<file path="config.mk">
export PLATFORM = sky130hd
export DESIGN_NAME = lane_reorder_ctrl_flat
export DESIGN_NICKNAME = d
export VERILOG_FILES = /design/src/rtl/lane_reorder_ctrl_if.sv /design/src/rtl/lane_reorder_ctrl.sv /design/src/flat_wrapper.sv
export SDC_FILE = /design/constraint.sdc
export NUM_CORES = 1
export LEC_CHECK = 0
export ABC_AREA = 1
export CAP_MARGIN = 10
export CORE_MARGIN = 2
export CORE_UTILIZATION = 41
export DETAILED_ROUTE_END_ITERATION = 10
export DONT_BUFFER_PORTS = 1
export GPL_ROUTABILITY_DRIVEN = 0
export PLACE_DENSITY = 0.55
export SETUP_SLACK_MARGIN = 0.4
export SYNTH_ARGS = -nofsm -noshare
export SYNTH_HDL_FRONTEND = slang
export SYNTH_SLANG_ARGS = --single-unit
</file>
<file path="constraint.sdc">
create_clock -name i_clock -period 2.4 [get_ports i_clock]
set_clock_uncertainty 0.05 [all_clocks]
set_input_delay 0.48 -clock i_clock [delete_from_list [all_inputs] [get_ports i_clock]]
set_output_delay 0.48 -clock i_clock [all_outputs]
set_load 0.02 [all_outputs]
</file>
<file path="src/rtl/lane_reorder_ctrl_if.sv">
// Status/control bundle between the alignment/deskew front end and the
// lane-reorder sequencer. The master drives lane status and IDs; the slave
// (the sequencer) returns the reorder-block controls and status.
interface lane_reorder_ctrl_if #(
  parameter int N_LANES   = 20,
  parameter int NB_ID     = $clog2(N_LANES),
  parameter int NB_ID_BUS = N_LANES * NB_ID,
  parameter int NB_RETRY  = 2
);
  logic                 i_enable;
  logic                 i_valid;
  logic [N_LANES-1:0]   i_lane_aligned;
  logic                 i_deskew_done;
  logic [NB_ID_BUS-1:0] i_logical_rx_ID;
  logic                 o_reset_order;
  logic                 o_reorder_enable;
  logic                 o_locked;
  logic                 o_fail;
  logic [2:0]           o_state;
  logic [NB_RETRY-1:0]  o_retry_count;
  logic [7:0]           o_relock_count;

  modport master (
    output i_enable, i_valid, i_lane_aligned, i_deskew_done, i_logical_rx_ID,
    input  o_reset_order, o_reorder_enable, o_locked, o_fail, o_state,
           o_retry_count, o_relock_count
  );

  modport slave (
    input  i_enable, i_valid, i_lane_aligned, i_deskew_done, i_logical_rx_ID,
    output o_reset_order, o_reorder_enable, o_locked, o_fail, o_state,
           o_retry_count, o_relock_count
  );
endinterface

</file>
<file path="src/rtl/lane_reorder_ctrl.sv">
// RX lane-reorder sequencer: waits for alignment and deskew, validates the
// logical lane ID permutation, then clears and enables the reorder block for
// exactly N_LANES valid cycles before reporting lock. Bad ID sets are retried
// until MAX_RETRY failures, after which the block parks in FAIL.
module lane_reorder_ctrl #(
  parameter int N_LANES   = 20,
  parameter int NB_ID     = $clog2(N_LANES),
  parameter int NB_ID_BUS = N_LANES * NB_ID,
  parameter int MAX_RETRY = 3,
  parameter int NB_RETRY  = $clog2(MAX_RETRY + 1)
) (
  input  logic                i_clock,
  input  logic                i_reset,
  lane_reorder_ctrl_if.slave  bus
);

  typedef enum logic [2:0] {
    IDLE        = 3'd0,
    WAIT_ALIGN  = 3'd1,
    WAIT_DESKEW = 3'd2,
    REORDER     = 3'd3,
    LOCKED      = 3'd4,
    FAIL        = 3'd5
  } state_t;

  state_t              state_q, state_d;
  logic [NB_ID-1:0]    lane_cnt_q, lane_cnt_d;
  logic [NB_RETRY-1:0] retry_q, retry_d;
  logic [NB_RETRY-1:0] retry_inc;
  logic [7:0]          relock_q, relock_d;
  logic                reset_order_q, reorder_en_q, locked_q, fail_q;
  logic                all_aligned;
  logic                id_ok;
  logic                link_lost;

  // True when every ID is in range and together they cover every logical lane.
  // Lane 0 occupies the most significant ID slot of the bus.
  function automatic logic ids_are_permutation(input logic [NB_ID_BUS-1:0] ids);
    logic [N_LANES-1:0] seen;
    logic [NB_ID-1:0]   id;
    logic               in_range;
    seen     = '0;
    in_range = 1'b1;
    for (int i = 0; i < N_LANES; i++) begin
      id = ids[(N_LANES-1-i)*NB_ID +: NB_ID];
      if (32'(id) < N_LANES) begin
        seen[id] = 1'b1;
      end else begin
        in_range = 1'b0;
      end
    end
    return in_range && (&seen);
  endfunction

  assign all_aligned = &bus.i_lane_aligned;
  assign id_ok       = ids_are_permutation(bus.i_logical_rx_ID);
  assign link_lost   = !all_aligned || !bus.i_deskew_done;
  assign retry_inc   = retry_q + NB_RETRY'(1);

  // Next-state logic plus lane, retry and relock counter updates.
  always_comb begin
    state_d    = state_q;
    lane_cnt_d = lane_cnt_q;
    retry_d    = retry_q;
    relock_d   = relock_q;
    if (!bus.i_enable) begin
      state_d    = IDLE;
      lane_cnt_d = '0;
    end else begin
      case (state_q)
        IDLE: begin
          state_d = WAIT_ALIGN;
        end
        WAIT_ALIGN: begin
          if (all_aligned) begin
            state_d = WAIT_DESKEW;
          end else begin
            state_d = WAIT_ALIGN;
          end
        end
        WAIT_DESKEW: begin
          if (!all_aligned) begin
            state_d = WAIT_ALIGN;
          end else if (bus.i_deskew_done && bus.i_valid) begin
            if (id_ok) begin
              state_d    = REORDER;
              lane_cnt_d = '0;
            end else begin
              retry_d = retry_inc;
              if (retry_inc == NB_RETRY'(MAX_RETRY)) begin
                state_d = FAIL;
              end else begin
                state_d = WAIT_ALIGN;
              end
            end
          end else begin
            state_d = WAIT_DESKEW;
          end
        end
        REORDER: begin
          // Losing alignment/deskew wins over finishing the last lane.
          if (link_lost) begin
            state_d    = WAIT_ALIGN;
            lane_cnt_d = '0;
          end else if (bus.i_valid) begin
            if (lane_cnt_q == NB_ID'(N_LANES - 1)) begin
              state_d    = LOCKED;
              lane_cnt_d = '0;
              retry_d    = '0;
            end else begin
              lane_cnt_d = lane_cnt_q + NB_ID'(1);
            end
          end else begin
            state_d = REORDER;
          end
        end
        LOCKED: begin
          if (link_lost) begin
            state_d = WAIT_ALIGN;
            if (relock_q != 8'd255) begin
              relock_d = relock_q + 8'd1;
            end else begin
              relock_d = relock_q;
            end
          end else begin
            state_d = LOCKED;
          end
        end
        FAIL: begin
          state_d = FAIL;
        end
        default: begin
          state_d = IDLE;
        end
      endcase
    end
    // Any return to IDLE starts a fresh retry budget.
    if (state_d == IDLE) begin
      retry_d = '0;
    end else begin
      retry_d = retry_d;
    end
  end

  // State, counters and Moore outputs; outputs are decoded from the next
  // state so they line up with the registered state.
  always_ff @(posedge i_clock) begin
    if (i_reset) begin
      state_q       <= IDLE;
      lane_cnt_q    <= '0;
      retry_q       <= '0;
      relock_q      <= 8'd0;
      reset_order_q <= 1'b1;
      reorder_en_q  <= 1'b0;
      locked_q      <= 1'b0;
      fail_q        <= 1'b0;
    end else begin
      state_q       <= state_d;
      lane_cnt_q    <= lane_cnt_d;
      retry_q       <= retry_d;
      relock_q      <= relock_d;
      reset_order_q <= (state_d == IDLE) || (state_d == WAIT_ALIGN) ||
                       (state_d == WAIT_DESKEW) || (state_d == FAIL);
      reorder_en_q  <= (state_d == REORDER);
      locked_q      <= (state_d == LOCKED);
      fail_q        <= (state_d == FAIL);
    end
  end

  assign bus.o_state          = state_q;
  assign bus.o_reset_order    = reset_order_q;
  assign bus.o_reorder_enable = reorder_en_q;
  assign bus.o_locked         = locked_q;
  assign bus.o_fail           = fail_q;
  assign bus.o_retry_count    = retry_q;
  assign bus.o_relock_count   = relock_q;

endmodule

</file>
<file path="src/flat_wrapper.sv">
// flat-port wrapper written by rule: the top's interface ports become plain ports
module lane_reorder_ctrl_flat 
#(
  parameter int N_LANES   = 20,
  parameter int NB_ID     = $clog2(N_LANES),
  parameter int NB_ID_BUS = N_LANES * NB_ID,
  parameter int MAX_RETRY = 3,
  parameter int NB_RETRY  = $clog2(MAX_RETRY + 1)
)
  (i_clock, i_reset, bus_i_enable, bus_i_valid, bus_i_lane_aligned, bus_i_deskew_done, bus_i_logical_rx_ID, bus_o_reset_order, bus_o_reorder_enable, bus_o_locked, bus_o_fail, bus_o_state, bus_o_retry_count, bus_o_relock_count);
  lane_reorder_ctrl_if #(.N_LANES(N_LANES), .NB_ID(NB_ID), .NB_ID_BUS(NB_ID_BUS), .NB_RETRY(NB_RETRY)) bus_i ();
  input  logic i_clock;
  input  logic i_reset;
  input wire logic [$bits(bus_i.i_enable)-1:0] bus_i_enable;
  input wire logic [$bits(bus_i.i_valid)-1:0] bus_i_valid;
  input wire logic [$bits(bus_i.i_lane_aligned)-1:0] bus_i_lane_aligned;
  input wire logic [$bits(bus_i.i_deskew_done)-1:0] bus_i_deskew_done;
  input wire logic [$bits(bus_i.i_logical_rx_ID)-1:0] bus_i_logical_rx_ID;
  output wire logic [$bits(bus_i.o_reset_order)-1:0] bus_o_reset_order;
  output wire logic [$bits(bus_i.o_reorder_enable)-1:0] bus_o_reorder_enable;
  output wire logic [$bits(bus_i.o_locked)-1:0] bus_o_locked;
  output wire logic [$bits(bus_i.o_fail)-1:0] bus_o_fail;
  output wire logic [$bits(bus_i.o_state)-1:0] bus_o_state;
  output wire logic [$bits(bus_i.o_retry_count)-1:0] bus_o_retry_count;
  output wire logic [$bits(bus_i.o_relock_count)-1:0] bus_o_relock_count;
  assign bus_i.i_enable = bus_i_enable;
  assign bus_i.i_valid = bus_i_valid;
  assign bus_i.i_lane_aligned = bus_i_lane_aligned;
  assign bus_i.i_deskew_done = bus_i_deskew_done;
  assign bus_i.i_logical_rx_ID = bus_i_logical_rx_ID;
  assign bus_o_reset_order = bus_i.o_reset_order;
  assign bus_o_reorder_enable = bus_i.o_reorder_enable;
  assign bus_o_locked = bus_i.o_locked;
  assign bus_o_fail = bus_i.o_fail;
  assign bus_o_state = bus_i.o_state;
  assign bus_o_retry_count = bus_i.o_retry_count;
  assign bus_o_relock_count = bus_i.o_relock_count;
  lane_reorder_ctrl #(.N_LANES(N_LANES), .NB_ID(NB_ID), .NB_ID_BUS(NB_ID_BUS), .MAX_RETRY(MAX_RETRY), .NB_RETRY(NB_RETRY)) u_core (.i_clock(i_clock), .i_reset(i_reset), .bus(bus_i));
endmodule
</file>
# == After elaboration in Yosys (flattened, before gate mapping) ==
# Cells that the tools add are included.
# op_classes
add_sub_neg,3
order_cmp,60
n_eq_ne,21
mux,105
bitwise,20
reduce_logical,38
# ops
op,n
20-bit two-way mux,20
20-bit OR,19
5-bit by 6-bit less-than comparator with 1-bit output (second input constant),20
1-bit demux with 5-bit select,20
5-bit by 1-bit >= comparator with 1-bit output (second input constant),20
5-bit less-than comparator (second input constant),20
1-bit two-way mux,40
20-bit AND reduction,2
5-bit two-way mux,6
3-bit two-way mux,9
1-bit logical AND,22
3-bit case mux with 6 select lines,1
2-bit two-way mux,7
3-bit by 2-bit equality test with 1-bit output (second input constant),4
3-bit equality test (second input constant),4
5-bit case mux with 2 select lines,1
8-bit by 1-bit adder with 8-bit output (second input constant),1
2-bit by 1-bit != test with 1-bit output (second input constant),4
8-bit != test (second input constant),1
8-bit AND reduction,1
3-bit by 1-bit equality test with 1-bit output (second input constant),2
3-bit zero test,2
2-bit != test (second input constant),3
5-bit by 1-bit adder with 5-bit output (second input constant),1
other kinds (12),17
# word_totals
reg_bits,22
input_bits,125
output_inout_bits,17
elab_cells,255

# == Depth between registers and ports, before layout ==
# logic_depth
ltp_word,54
mapped_depth,21
mapped_depth_nobuf,21

# == Worst setup path before layout ==
# Ideal clock, no wire load.
# synth_timing
path_type,input to register
start,input port bus_i_logical_rx_ID[57]
end,register u_core.lane_cnt_q[3]
arrival_ps,1910
path_slack_ps,316
stages,19
path_cell_list,buf_2 > inv_2 > nand2_1 > nor2_2 > nand2_1 > nand4_1 > nor2_1 > nand3_1 > nand2_1 > inv_1 > nand2_1 > nor2_2 > nand2_2 > nand2_2 > nand2_4 > inv_2 > nand2_1 > xor2_1 > nor2_1
# synth_via
elab_chain_cells,32
elab_cells_between_ends,46
cone_classes,order compare: 3; eq/ne: 1; mux: 26; bitwise: 12; reduce/logical: 4
# synth_lines
element,line,text
start: declaration,flat_wrapper.sv:18,input wire logic [$bits(bus_i.i_logical_rx_ID)-1:0] bus_i_logical_rx_ID;
5-bit by 6-bit less-than comparator with 1-bit output (implied by the code) or 5-bit by 1-bit >= comparator with 1-bit output (tied branches),lane_reorder_ctrl.sv:47,seen[id] = 1'b1;
1-bit logical AND (implied by the code),lane_reorder_ctrl.sv:47,
1-bit two-way mux (implied by the code),lane_reorder_ctrl.sv:47,
1-bit demux with 5-bit select,-,
20-bit OR (no line),-,
20-bit two-way mux,lane_reorder_ctrl.sv:46,if (32'(id) < N_LANES) begin
20-bit OR (no line),-,
20-bit two-way mux,lane_reorder_ctrl.sv:46,
[16 not listed],-,
20-bit OR (no line),-,
20-bit two-way mux,lane_reorder_ctrl.sv:46,
20-bit OR (no line),-,
20-bit two-way mux,lane_reorder_ctrl.sv:46,
20-bit AND reduction,lane_reorder_ctrl.sv:52,return in_range && (&seen);
1-bit logical AND (*),lane_reorder_ctrl.sv:52,
2-bit by 1-bit != test with 1-bit output (no line) (*),-,
5-bit AND reduction (no line) (*),-,
end signal: assignment,lane_reorder_ctrl.sv:159,lane_cnt_q <= lane_cnt_d;
end: declaration,lane_reorder_ctrl.sv:27,"logic [NB_ID-1:0] lane_cnt_q, lane_cnt_d;"
# Mark *: on every way between the ends. The rest lies on a longest branch, timed or not.
# A chain may end at the register's enable or synchronous reset.

# == Worst setup path after layout ==
# layout_timing
start,input port bus_i_logical_rx_ID[64]
end,register u_core.lane_cnt_q[1]
# layout_via
elab_chain_cells,34
elab_cells_between_ends,49
cone_classes,order compare: 3; eq/ne: 1; mux: 28; bitwise: 13; reduce/logical: 4
# layout_lines
element,line
5-bit by 6-bit less-than comparator with 1-bit output (implied by the code) or 5-bit by 1-bit >= comparator with 1-bit output (tied branches),lane_reorder_ctrl.sv:47
1-bit logical AND (implied by the code),lane_reorder_ctrl.sv:47
1-bit two-way mux (implied by the code),lane_reorder_ctrl.sv:47
1-bit demux with 5-bit select,-
20-bit OR (no line),-
20-bit two-way mux,lane_reorder_ctrl.sv:46
20-bit OR (no line),-
20-bit two-way mux,lane_reorder_ctrl.sv:46
[18 not listed],-
20-bit OR (no line),-
20-bit two-way mux,lane_reorder_ctrl.sv:46
20-bit OR (no line),-
20-bit two-way mux,lane_reorder_ctrl.sv:46
20-bit AND reduction,lane_reorder_ctrl.sv:52
1-bit logical AND (*),lane_reorder_ctrl.sv:52
2-bit by 1-bit != test with 1-bit output (no line) (*),-
5-bit AND reduction (no line) (*),-
# Marks and branches as above.

==> metrics.cfg <==
[timing]
min_period_ns=2.09
tns_ns=0
tightest_slew_ns=0.425
fmax_ghz=0.479
rsz0062_at_grt=yes
final-max-slew-violation-count=0
slew_headroom=0.714
hold_viol=0
min_period_over_period=0.869
setup_violations=0

[routing]
wire_per_inst_um=16.9
drt-initial-drc-count=923
drc=0
dr.pass1.iters=6
antenna_left=0
via_per_inst=5.66
drt-total-wl_um=24900
vias=8329

[cts]
clock_path_buffers=2
postCtsHoldBufs=0
h-tree-depth=1
root_buffer=clkbuf_16
tritoncts=built
clk_pin_slew_worst_paths_ns=0.06
clock-sinks=22
clkLatencyLatePin_ns=0.25
cts_buffers=3

[worst_setup_path]
crit_type=in -> reg
end_kind=register
required_ns=2.52
crit_fanout=7
start_kind=primary input
critPathArrivalTime_ns=2.21

[floorplanning]
ios=142
dieWidth_um=123
initial_core_util=0.419
core_sq_um=13900
dieArea_sq_um=15100
die_h_um=123
row_count=43

[synthesis]
syn-mean-instance-area_sq_um=4.60
synthesis.area_sq_um=5810
synthTopCellsByArea=nor2_1 (22%), nand2_1 (21%), nand3_1 (15%), inv_1 (13%), dfxtp_1 (7.6%)
syn_nets=1390
yosysTopAreaCell=nor2_1
syn_inst=1262
ys_warn_count=0
synth.distinct_cells=33
synth_seq_cells=22
synth_top_area_share=0.218
yosysSeqAreaShare=0.0758

[run_status]
status=finished, final reports clean

[power_and_ir_drop]
power_density_nw_per_um2=217
leakage_nw=3.29
peakVddDrop_mv=0.301

[layout]
final_util=0.478
mostFrequentLayoutCell=nand2_1
syn2layout_area_growth_pct=14.1
layout-drive-gt1-share=0.118
layout_common_cells=nand2_1 (310), nor2_1 (297), inv_1 (186)
nNetsFinal=1422
insertedDiodeCount=0

[grt]
grt_max_degree=12
grt_pass1_wl_um=37100
antenna_found_initial=0
grt_pass1_vias=7482
grt_use_total=0.315
gr-total-overflow=0

[flow_run]
drv_cap=0

[worst_hold_path]
hold_path_class=in -> reg

[place]
dp_hpwl_um=21400
port_buffers=0

==> stage by stage <==
| stage | power, mW | worst slack (ns) | instances | hold WS (ns) | area (sq um) |
|---|---|---|---|---|---|
| after global placement | 1.04 | 0.0245 | 1467 | 0.446 | 6250 |
| after detailed placement | 1.04 | 0.00364 | 1467 | 0.450 | 6250 |
| final | 1.44 | 0.314 | 1472 | 0.248 | 6630 |
| after CTS | 1.42 | 0.400 | 1470 | 0.246 | 6570 |
| after floorplan | 0.863 | 0.371 | 1262 | 0.414 | 5850 |
| after global routing | 1.53 | 0.149 | 1472 | 0.236 | 6630 |
==> cells in the mapped netlist <==
master / instances
o2bb2ai_1: 1
nor3_1: 21
o21bai_1: 1
or2_0: 1
and2_1: 3
o22ai_1: 15
xor2_1: 1
a21oi_1: 14
nor3_2: 6
buf_6: 1
nor3b_1: 3
inv_2: 10
o21ai_1: 2
nand2_1: 318
and3_1: 1
nand2_2: 2
dfxtp_1: 22
o2111a_1: 1
o211ai_1: 1
nand2_4: 1
buf_2: 3
or2_2: 1
ha_1: 3
o2111ai_1: 6
nor2_1: 338
nor4_1: 1
nor2_2: 17
nand4_1: 56
inv_1: 194
o21ai_0: 37
a31oi_1: 1
nand3_1: 179
nand3b_1: 1
==> worst max-delay path, stage by stage <==
cell,delay (ns)
clkinvlp_4,0.13
buf_6,0.16
nand3_4,0.07
inv_2,0.04
buf_4,0.13
nand2_1,0.06
o2111ai_1,0.10
nor2_1,0.17
nand3_1,0.09
nand2_1,0.11
nor2_2,0.05
nand2_2,0.09
nand2_2,0.07
nand2_4,0.11
buf_4,0.13
nor2_2,0.03
nor3_1,0.18
==> cell type report <==
type                       instances  area [sq um]
inverter                         204           786
fill                            1627          7250
timing repair buffer              31           236
sequential                        22           442
tap                              180           225
multi-input combinational       1032          4860
clock buffer                       3          75.1
==> registers in the layout, indices dropped and copies added (netlist names) <==
| signal | flops |
|---|---|
| u_core.bus.o_reorder_enable | 1 |
| u_core.bus.o_fail | 1 |
| u_core.bus.o_relock_count | 8 |
| u_core.lane_cnt_q | 5 |
| u_core.bus.o_locked | 1 |
| u_core.bus.o_state | 3 |
| u_core.bus.o_reset_order | 1 |
| u_core.bus.o_retry_count | 2 |
==> where the power goes <==
group / total [mW] / internal, mW / switching, mW
clock network: 0.352 / 0.220 / 0.131
logic: 0.718 / 0.230 / 0.488
registers: 0.372 / 0.367 / 0.00463
==> worst paths after layout <==
path                                              start                            to  slack (ns)  cells past startpoint
worst min-delay path                            i_reset  u_core.bus.o_relock_count[4]        0.25                      1
worst max register to register    u_core.bus.o_state[1]      u_core.bus.o_reset_order        0.44                     12
worst max-delay path            bus_i_logical_rx_ID[64]          u_core.lane_cnt_q[1]        0.31                     17
worst min register to register     u_core.lane_cnt_q[0]          u_core.lane_cnt_q[0]        0.46                      2
==> timing repair <==
item	4_1_cts	5_1_grt
pin swaps	2	8
endpoints found under the hold margin	0	0
setup endpoints to repair	8	15
setup buffers	0	2
gates resized for setup	73	15
==> cells by family after synthesis <==
kind of cell / count (synthesis) / synth area share
AND/OR/NAND/NOR: 949 / 0.702
XOR/XNOR: 1 / 0.00151
flip-flops: 22 / 0.0758
buffers and inverters: 208 / 0.136
AO/OA/AOI/OAI: 79 / 0.0780
adder cells (fa/ha/maj): 3 / 0.00646
==> layer usage <==
layer | wire length [um] | part of all wire | track usage | vias up
li1 | - | - | - | 4105
met1 | 10300 | 0.41 | 0.408 | 3697
met2 | 11200 | 0.45 | 0.521 | 456
met3 | 2360 | 0.095 | 0.0623 | 71
met4 | 1000 | 0.040 | 0.108 | 0
met5 | 0 | 0 | 0 | -
Power figures use the tool's default switching activity.
